==> config.mk <==
export PLATFORM = sky130hd
export DESIGN_NAME = assertion_scanner
export DESIGN_NICKNAME = d
export VERILOG_FILES = /design/src/rtl/assertion_pkg.sv /design/src/rtl/assert_fail_capture.sv /design/src/rtl/assertion_scanner.sv
export SDC_FILE = /design/constraint.sdc
export NUM_CORES = 1
export LEC_CHECK = 0
export ABC_AREA = 1
export BUFFER_PORTS_ARGS = -buffer_cell sky130_fd_sc_hd__buf_2
export CAP_MARGIN = 20
export CORE_MARGIN = 2
export CORE_UTILIZATION = 33
export CTS_CLUSTER_DIAMETER = 40
export DETAILED_ROUTE_END_ITERATION = 6
export PLACE_DENSITY = 0.54
export SKIP_CTS_REPAIR_TIMING = 1
export SLEW_MARGIN = 10
export SYNTH_ARGS = -nofsm -noshare
export SYNTH_HDL_FRONTEND = slang
export SYNTH_SLANG_ARGS = --single-unit
==> constraint.sdc <==
create_clock -name assert_clk -period 46.4 [get_ports assert_clk]
set_input_delay 9.28 -clock assert_clk [delete_from_list [all_inputs] [get_ports assert_clk]]
set_output_delay 9.28 -clock assert_clk [all_outputs]
set_load 0.02 [all_outputs]
==> src/rtl/assertion_pkg.sv <==
// Shared types and constants for the assertion counter scanner.
// Optional build macro: ASSERT_SCAN_AUTO_EN (auto-sweep on first failure).
package assertion_pkg;

  localparam int DATA_W     = 32;
  localparam int ADDR_W     = 32;
  localparam int IDX_W      = 6;
  localparam int WCNT_W     = 16;
  localparam int CNT_STRIDE = 4;

  localparam logic [DATA_W-1:0] TIMEOUT_FILL = 32'hDEAD_BEEF;

  typedef enum logic [2:0] {
    IDLE,
    REQ,
    WAIT,
    NEXT,
    DONE
  } scan_state_e;

endpackage

==> src/rtl/assert_fail_capture.sv <==
// First-failure capture: edge detect, free-running cycle counter,
// sticky flag and timestamp with host clear.
module assert_fail_capture
  import assertion_pkg::*;
(
  input  logic              clk,
  input  logic              rst,
  input  logic              assertion_failed,
  input  logic              fail_clr,
  output logic              fail_seen,
  output logic [DATA_W-1:0] fail_time,
  output logic              cap_pulse
);

  logic              af_q;
  logic [DATA_W-1:0] cycle_cnt;
  logic              rise;
  logic              cap;

  // A rising edge captures when idle or when a clear arrives with it.
  assign rise = assertion_failed & ~af_q;
  assign cap  = rise & (~fail_seen | fail_clr);

  // Edge history, timestamp counter and sticky capture state.
  always_ff @(posedge clk or posedge rst) begin
    if (rst) begin
      af_q      <= 1'b0;
      cycle_cnt <= '0;
      fail_seen <= 1'b0;
      fail_time <= '0;
      cap_pulse <= 1'b0;
    end else begin
      af_q      <= assertion_failed;
      cycle_cnt <= cycle_cnt + 1'b1;
      cap_pulse <= cap;
      if (cap) begin
        fail_seen <= 1'b1;
        fail_time <= cycle_cnt;
      end else if (fail_clr) begin
        fail_seen <= 1'b0;
        fail_time <= '0;
      end
    end
  end

endmodule

==> src/rtl/assertion_scanner.sv <==
// Sweeps assertion counters into a snapshot buffer via a req/ack
// read port. Optional macro ASSERT_SCAN_AUTO_EN: sweep on new failure.
module assertion_scanner
  import assertion_pkg::*;
#(
  parameter int          NUM_CNT   = 16,
  parameter logic [31:0] BASE_ADDR = 32'h0000_0000,
  parameter int          TIMEOUT   = 255
) (
  input  logic        assert_clk,
  input  logic        assert_rst,
  input  logic        scan_start,
  output logic        scan_busy,
  output logic        scan_done,
  output logic        timeout_err,
  output logic [31:0] cnt_addr,
  output logic        cnt_req,
  input  logic        cnt_ack,
  input  logic [31:0] cnt_data,
  input  logic        assertion_failed,
  output logic        fail_seen,
  output logic [31:0] fail_time,
  input  logic        fail_clr,
  input  logic [5:0]  rd_idx,
  output logic [31:0] rd_data
);

  scan_state_e state, state_d;

  logic [IDX_W-1:0]  idx, idx_d;
  logic [WCNT_W-1:0] wcnt, wcnt_d;
  logic              req_d;
  logic [ADDR_W-1:0] addr_d;
  logic              done_d;
  logic              terr_d;
  logic              snap_we;
  logic [DATA_W-1:0] snap_wdata;
  logic              cap_pulse;
  logic              start_req;

  logic [DATA_W-1:0] snap [NUM_CNT];

  assert_fail_capture u_cap (
    .clk              (assert_clk),
    .rst              (assert_rst),
    .assertion_failed (assertion_failed),
    .fail_clr         (fail_clr),
    .fail_seen        (fail_seen),
    .fail_time        (fail_time),
    .cap_pulse        (cap_pulse)
  );

`ifdef ASSERT_SCAN_AUTO_EN
  assign start_req = scan_start | cap_pulse;
`else
  logic cap_unused;
  assign cap_unused = cap_pulse;
  assign start_req  = scan_start;
`endif

  assign scan_busy = (state != IDLE);

  // FSM state register.
  always_ff @(posedge assert_clk or posedge assert_rst) begin
    if (assert_rst) state <= IDLE;
    else            state <= state_d;
  end

  // Next-state and next-value logic for the sweep.
  always_comb begin
    state_d    = state;
    idx_d      = idx;
    wcnt_d     = wcnt;
    req_d      = cnt_req;
    addr_d     = cnt_addr;
    done_d     = 1'b0;
    terr_d     = timeout_err;
    snap_we    = 1'b0;
    snap_wdata = cnt_data;
    unique case (state)
      IDLE: begin
        if (start_req) begin
          idx_d   = '0;
          terr_d  = 1'b0;
          state_d = REQ;
        end
      end
      REQ: begin
        req_d   = 1'b1;
        addr_d  = BASE_ADDR
                + ADDR_W'(idx) * ADDR_W'(CNT_STRIDE);
        wcnt_d  = '0;
        state_d = WAIT;
      end
      WAIT: begin
        if (cnt_ack) begin
          snap_we    = 1'b1;
          snap_wdata = cnt_data;
          req_d      = 1'b0;
          state_d    = NEXT;
        end else if (wcnt == WCNT_W'(TIMEOUT - 1)) begin
          snap_we    = 1'b1;
          snap_wdata = TIMEOUT_FILL;
          terr_d     = 1'b1;
          req_d      = 1'b0;
          state_d    = NEXT;
        end else begin
          wcnt_d = wcnt + 1'b1;
        end
      end
      NEXT: begin
        if (idx == IDX_W'(NUM_CNT - 1)) begin
          state_d = DONE;
        end else begin
          idx_d   = idx + 1'b1;
          state_d = REQ;
        end
      end
      DONE: begin
        done_d  = 1'b1;
        state_d = IDLE;
      end
      default: state_d = IDLE;
    endcase
  end

  // Registered handshake outputs, index and wait counter.
  always_ff @(posedge assert_clk or posedge assert_rst) begin
    if (assert_rst) begin
      idx         <= '0;
      wcnt        <= '0;
      cnt_req     <= 1'b0;
      cnt_addr    <= '0;
      scan_done   <= 1'b0;
      timeout_err <= 1'b0;
    end else begin
      idx         <= idx_d;
      wcnt        <= wcnt_d;
      cnt_req     <= req_d;
      cnt_addr    <= addr_d;
      scan_done   <= done_d;
      timeout_err <= terr_d;
    end
  end

  // Snapshot buffer; untouched entries keep their value.
  always_ff @(posedge assert_clk or posedge assert_rst) begin
    if (assert_rst) begin
      for (int i = 0; i < NUM_CNT; i++) snap[i] <= '0;
    end else begin
      for (int i = 0; i < NUM_CNT; i++) begin
        if (snap_we && idx == IDX_W'(i)) snap[i] <= snap_wdata;
      end
    end
  end

  // Registered host read; out-of-range indices return zero.
  always_ff @(posedge assert_clk or posedge assert_rst) begin
    if (assert_rst) begin
      rd_data <= '0;
    end else begin
      rd_data <= '0;
      for (int i = 0; i < NUM_CNT; i++) begin
        if (rd_idx == IDX_W'(i)) rd_data <= snap[i];
      end
    end
  end

endmodule

# Yosys cells after proc, flatten, opt, wreduce, memory -nomap -nowiden
# Cells that the tools add are included.
# Widths: inputs -> output; s select.
op_classes:
  n_addsub: 3
  n_eq_ne: 41
  n_mux: 45
  bitwise: 5
  reduce_logical: 29
op_table:
  columns: ["operator", "n"]
  rows:
  - ["$mux 32", 21]
  - ["$eq 6x4->1 const B", 16]
  - ["$eq 6x3->1 const B", 8]
  - ["$add 32x1->32 const B", 1]
  - ["$mux 16", 2]
  - ["$pmux 16 s2", 1]
  - ["$eq 6x2->1 const B", 4]
  - ["$add 16x1->16 const B", 1]
  - ["$eq 16x8->1 const B", 1]
  - ["$logic_and 1x1->1", 16]
  - ["$eq 6x1->1 const B", 2]
  - ["$logic_not 6->1", 2]
  - ["$mux 3", 4]
  - ["$mux 6", 2]
  - ["$pmux 3 s4", 1]
  - ["$pmux 6 s2", 1]
  - ["$mux 1", 11]
  - ["$ne 2x2->1 const B", 5]
  - ["$reduce_bool 2->1", 4]
  - ["$add 6x1->6 const B", 1]
  - ["$eq 3x2->1 const B", 2]
  - ["$reduce_and 3->1", 2]
  - ["$pmux 1 s2", 2]
  - ["$reduce_and 2->1", 2]
  - ["other kinds (9)", 11]
word_totals:
  ff_bits: 644
  in_bits: 44
  word_cells: 151

# Longest topological paths before layout
logic_depth:
  ltp_word: 17
  depth_mapped: 15
  mapped_depth_nobuf: 14

# Hierarchy
# A second synthesis with hierarchy kept.
unflattened:
  hier_cells: 3353
  area_unflattened_um2: 28992.8
modules_own_cells:
  columns: ["module", "n_inst", "cells_each", "area_each_um2"]
  rows:
  - ["assertion_scanner", 1, 2994, 25838.5]
  - ["assert_fail_capture", 1, 359, 3154.3]

# Worst setup path after synthesis
# Ideal clock, no wire load.
synth_timing:
  path_kind: "input -> register"
  start: "input port rd_idx[5]"
  end: "register rd_data[12]"
  setup_time_ps: 135
  arrival_time_ps: 10572
  required_time_ps: 46265
  path_slack_ps: 35694
  path_stages: 10
  path_buffers: 1
  path_cell_list: "nor2_4 -> nand3_1 -> nor2_2 -> inv_1 -> clkbuf_1 -> or2_0 -> nand2_1 -> nand4_1 -> nor3_1 -> nand4_1"
synth_via:
  elab_chain_len: 17
  elab_cells_between_ends: 32
  classes_between: "15 x eq/ne; 16 x mux; 1 x reduce/logical"
synth_rtl:
  columns: ["item", "line", "text"]
  rows:
  - ["start: declaration", "assertion_scanner.sv:24", "input logic [5:0] rd_idx,"]
  - ["$logic_not 6->1", "assertion_scanner.sv:164", "if (rd_idx == IDX_W'(i)) rd_data <= snap[i];"]
  - ["$mux 32 (15 in series)", "assertion_scanner.sv:164", null]
  - ["$mux 32 (*)", "assertion_scanner.sv:164", null]
  - ["end signal: assignment", "assertion_scanner.sv:164", null]
  - ["end: declaration", "assertion_scanner.sv:25", "output logic [31:0] rd_data"]
# Mark *: on every way between the ends. The rest lies on a longest branch, timed or not.
# A chain may end at the register's enable or synchronous reset.

==> impl_summary.log <==
INFO  metric globalRoute.totalOverflow = 0
INFO  metric critical_path.startpoint_type = input pin
INFO  metric maxSlewViolCount = 0
INFO  metric ir_drop = 0.0412 mV
INFO  metric critPathSlowestCell = sky130_fd_sc_hd__buf_4
INFO  metric path_clk_slew = 0.06 ns
INFO  metric count_of_buffering_cells_on_the_critical_path_with_inverters_included = 5
INFO  metric post-route-min-period = 11.98 ns
INFO  metric max_cap_violations = 0
INFO  metric period_utilisation_layout = 0.258
INFO  metric fin_setup_tns = 0 ns
INFO  metric post-place-cells = 4,468
INFO  metric use_met2 = 0.298
INFO  metric worstPathArrival = 12.62 ns
INFO  metric busiest_metal_layer_after_global_routing = met2
INFO  metric final_hold_viol_count = 0
INFO  metric clock-skew-final = 0.0244 ns
INFO  metric fillerInstances = 8,935
INFO  metric worstReg2RegEnd = snap[269]
INFO  metric cell_area_after_synthesis = 29,100 sq um
INFO  metric global_route_wire_length_before_repair = 131,000 um
INFO  metric post-route-drc-count = 0
INFO  metric fp-row-count = 108
INFO  metric first_global_vias = 21,600
INFO  metric vias_per_cell = 4.84
INFO  metric layout.cells.most_common_list = sky130_fd_sc_hd__nand2_1, sky130_fd_sc_hd__dfrtp_1, sky130_fd_sc_hd__o21ai_1
INFO  metric finish.cell_count_without_fillers = 4,637
INFO  metric setup_viol = 0
INFO  metric numCtsBuffers = 91
INFO  metric crit_chain = buf_2 > inv_8 > buf_4 > buf_4 > buf_4
INFO  metric setup.worst_path.class = in2async
INFO  metric fp.dieW = 301 um
INFO  metric clk-insertion-delay-late = 0.65 ns
INFO  metric floorplan.initialDensity = 0.334
INFO  metric netlist_instances = 3,368
INFO  metric grt_setup_unrepaired = false
INFO  metric sort_of_element_at_the_end_of_the_critical_path = asynchronous set/reset pin
INFO  metric finish.net_count = 3,458
INFO  metric grt_start_max_net_pins = 129
INFO  metric worst_setup_path_endpoint = snap[47]
INFO  metric area.growth.synth_to_final = 14.3%
INFO  metric synth_seq_cells = 644
INFO  metric global_route.usage.met1 = 0.265
INFO  metric vias = 22,400
INFO  metric grt_util_met3 = 0.0258
INFO  metric power.density_cell_area = 54.4 nW/um^2
INFO  metric crit_cells = 5
INFO  metric tightestPinTransition = 1.10 ns
INFO  metric hold-path-cell-count = 2
INFO  metric core_region_area = 87,000 sq um
INFO  metric synth.avg_cell_area = 8.63 sq um
INFO  metric tritoncts = built
INFO  metric antenna-diode-count = 0
INFO  metric timing.reg2reg.setup_slack = 43.24 ns
INFO  metric post_synth_num_cell_types = 45
INFO  metric r2r_cells = 7
INFO  metric place_congestion = 0.763
INFO  metric max-slew-margin-rel = 0.268
INFO  metric die_area = 90,400 sq um
INFO  metric worst_path_dominant_cell_family = buffers and inverters
INFO  metric dr.pass1.iters = 5
INFO  metric critPathMaxFanout = 128
INFO  metric cellLeakagePower = 15.7 nW
INFO  metric drive_gt1_frac = 0.130
INFO  metric worst_ep_required_time = 47.04 ns
INFO  metric clk_path_buf_depth = 3
INFO  metric run_status = finished, final reports clean
INFO  metric detail_route.wirelength = 83,600 um
INFO  metric portBuffers = 118
INFO  metric clock_sink_count = 644
INFO  metric cp_common_cell = sky130_fd_sc_hd__buf_4
INFO  metric cts.htree.levels = 3
INFO  metric fmax = 0.0835 GHz
INFO  metric routedWlPerCell = 18.0 um
INFO  metric final_common_cell = sky130_fd_sc_hd__nand2_1
INFO  metric worst_setup_path_startpoint = assert_rst
INFO  metric grtUsageTotal = 0.186
INFO  metric die_height = 301 um
INFO  metric hold_start = snap[22]
INFO  metric worstReg2RegStart = wcnt[12]
INFO  metric clock-root-buffer = sky130_fd_sc_hd__clkbuf_16
INFO  metric io_pins = 145
INFO  metric drt_iter0_drcs = 2,000
INFO  metric initial_antenna_violation_count = 2
INFO  metric hold_path_class = reg2reg
INFO  metric synth_warnings = 0
INFO  metric antenna_violating_nets_post_route = 0
INFO  metric seq_area_frac_synth = 0.555
INFO  metric place_hpwl = 49,500 um
INFO  metric critical-path-max-stage-delay = 0.84 ns
[flip-flops by register name, summed over array words and instances (netlist names)]
register / cells
cnt_addr: 6
cnt_req: 1
idx: 6
rd_data: 32
scan_done: 1
snap: 512
state: 3
timeout_err: 1
u_cap.af_q: 1
u_cap.cycle_cnt: 32
u_cap.fail_seen: 1
u_cap.fail_time: 32
wcnt: 16
[final cells by class]
| cell class | count | area (sq um) | share of cell area |
|---|---|---|---|
| clock buffers | 112 | 2460 | 0.0739 |
| well taps | 1155 | 1450 | 0.0435 |
| clock inverters | 56 | 706 | 0.0212 |
| multi-input cells | 2264 | 10700 | 0.321 |
| inverters | 256 | 973 | 0.0293 |
| flip-flops and latches | 644 | 16100 | 0.485 |
| repair buffers | 150 | 851 | 0.0256 |
[routing by layer]
layer / vias to the layer above / wire, um
met5: - / 0
met2: 493 / 38600
met1: 10900 / 39900
li1: 11000 / -
met3: 109 / 3530
met4: 0 / 1540
[kinds of logic (layout without fill, tap and decap cells)]
group | count (synthesis) | count (layout) | synth area share
simple gates | 1562 | 1562 | 0.232
flops | 644 | 644 | 0.555
compound gates | 636 | 636 | 0.118
buf+inv | 485 | 574 | 0.0827
xor+xnor | 33 | 33 | 0.00995
fa+ha+maj | 7 | 7 | 0.00301
other cells | 1 | 26 | 0.000129
[worst min-delay path: cells and delay by family (launching register included)]
kind,cells,cell delay [ns]
simple gates,2,0.11
flops,1,0.34
[power breakdown]
group / switching (W) / internal (W)
registers: 0.0000870 / 0.000726
logic: 0.000177 / 0.000103
clock network: 0.000276 / 0.000438
[metrics by stage]
step / hold slack [ns] / total power (W) / utilization / cell area (sq um) / setup slack, ns
6_report: 0.473 / 0.00181 / 0.382 / 33200 / 34.42
4_1_cts: 0.474 / 0.00182 / 0.381 / 33200 / 34.25
2_1_floorplan: 0.428 / 0.00104 / - / 29100 / 19.08
3_3_place_gp: 0.459 / 0.00109 / 0.345 / 30000 / 33.56
5_1_grt: 0.492 / 0.00191 / 0.382 / 33200 / 33.89
3_5_place_dp: 0.462 / 0.00110 / 0.345 / 30000 / 33.56
[worst min-delay path by stage]
stage                       end  slack, ns
floorplan             scan_done       0.43
global placement      snap[146]       0.46
detailed placement   rd_data[2]       0.46
CTS                  rd_data[2]       0.47
global route          snap[117]       0.49
finish              rd_data[22]       0.47
[cell usage after synthesis (all sizes together)]
library cell,count,share of area
ha,7,0.0030
nor3,45,0.0083
nand3b,1,0.00026
clkbuf,128,0.017
o21ai,576,0.11
and3,4,0.00086
nor2,169,0.023
clkinv,1,0.00013
dfrtp,644,0.55
conb,1,0.00013
a221oi,1,0.00030
nor3b,1,0.00026
nand3,126,0.022
nand2,1043,0.14
a22oi,1,0.00026
xor2,33,0.0099
a21oi,52,0.0090
inv,255,0.033
nor4,6,0.0013
o32ai,1,0.00030
o22ai,3,0.00065
or2,43,0.0093
a31oi,2,0.00043
buf,101,0.033
nand4,124,0.028
Power figures use the tool's default switching activity.
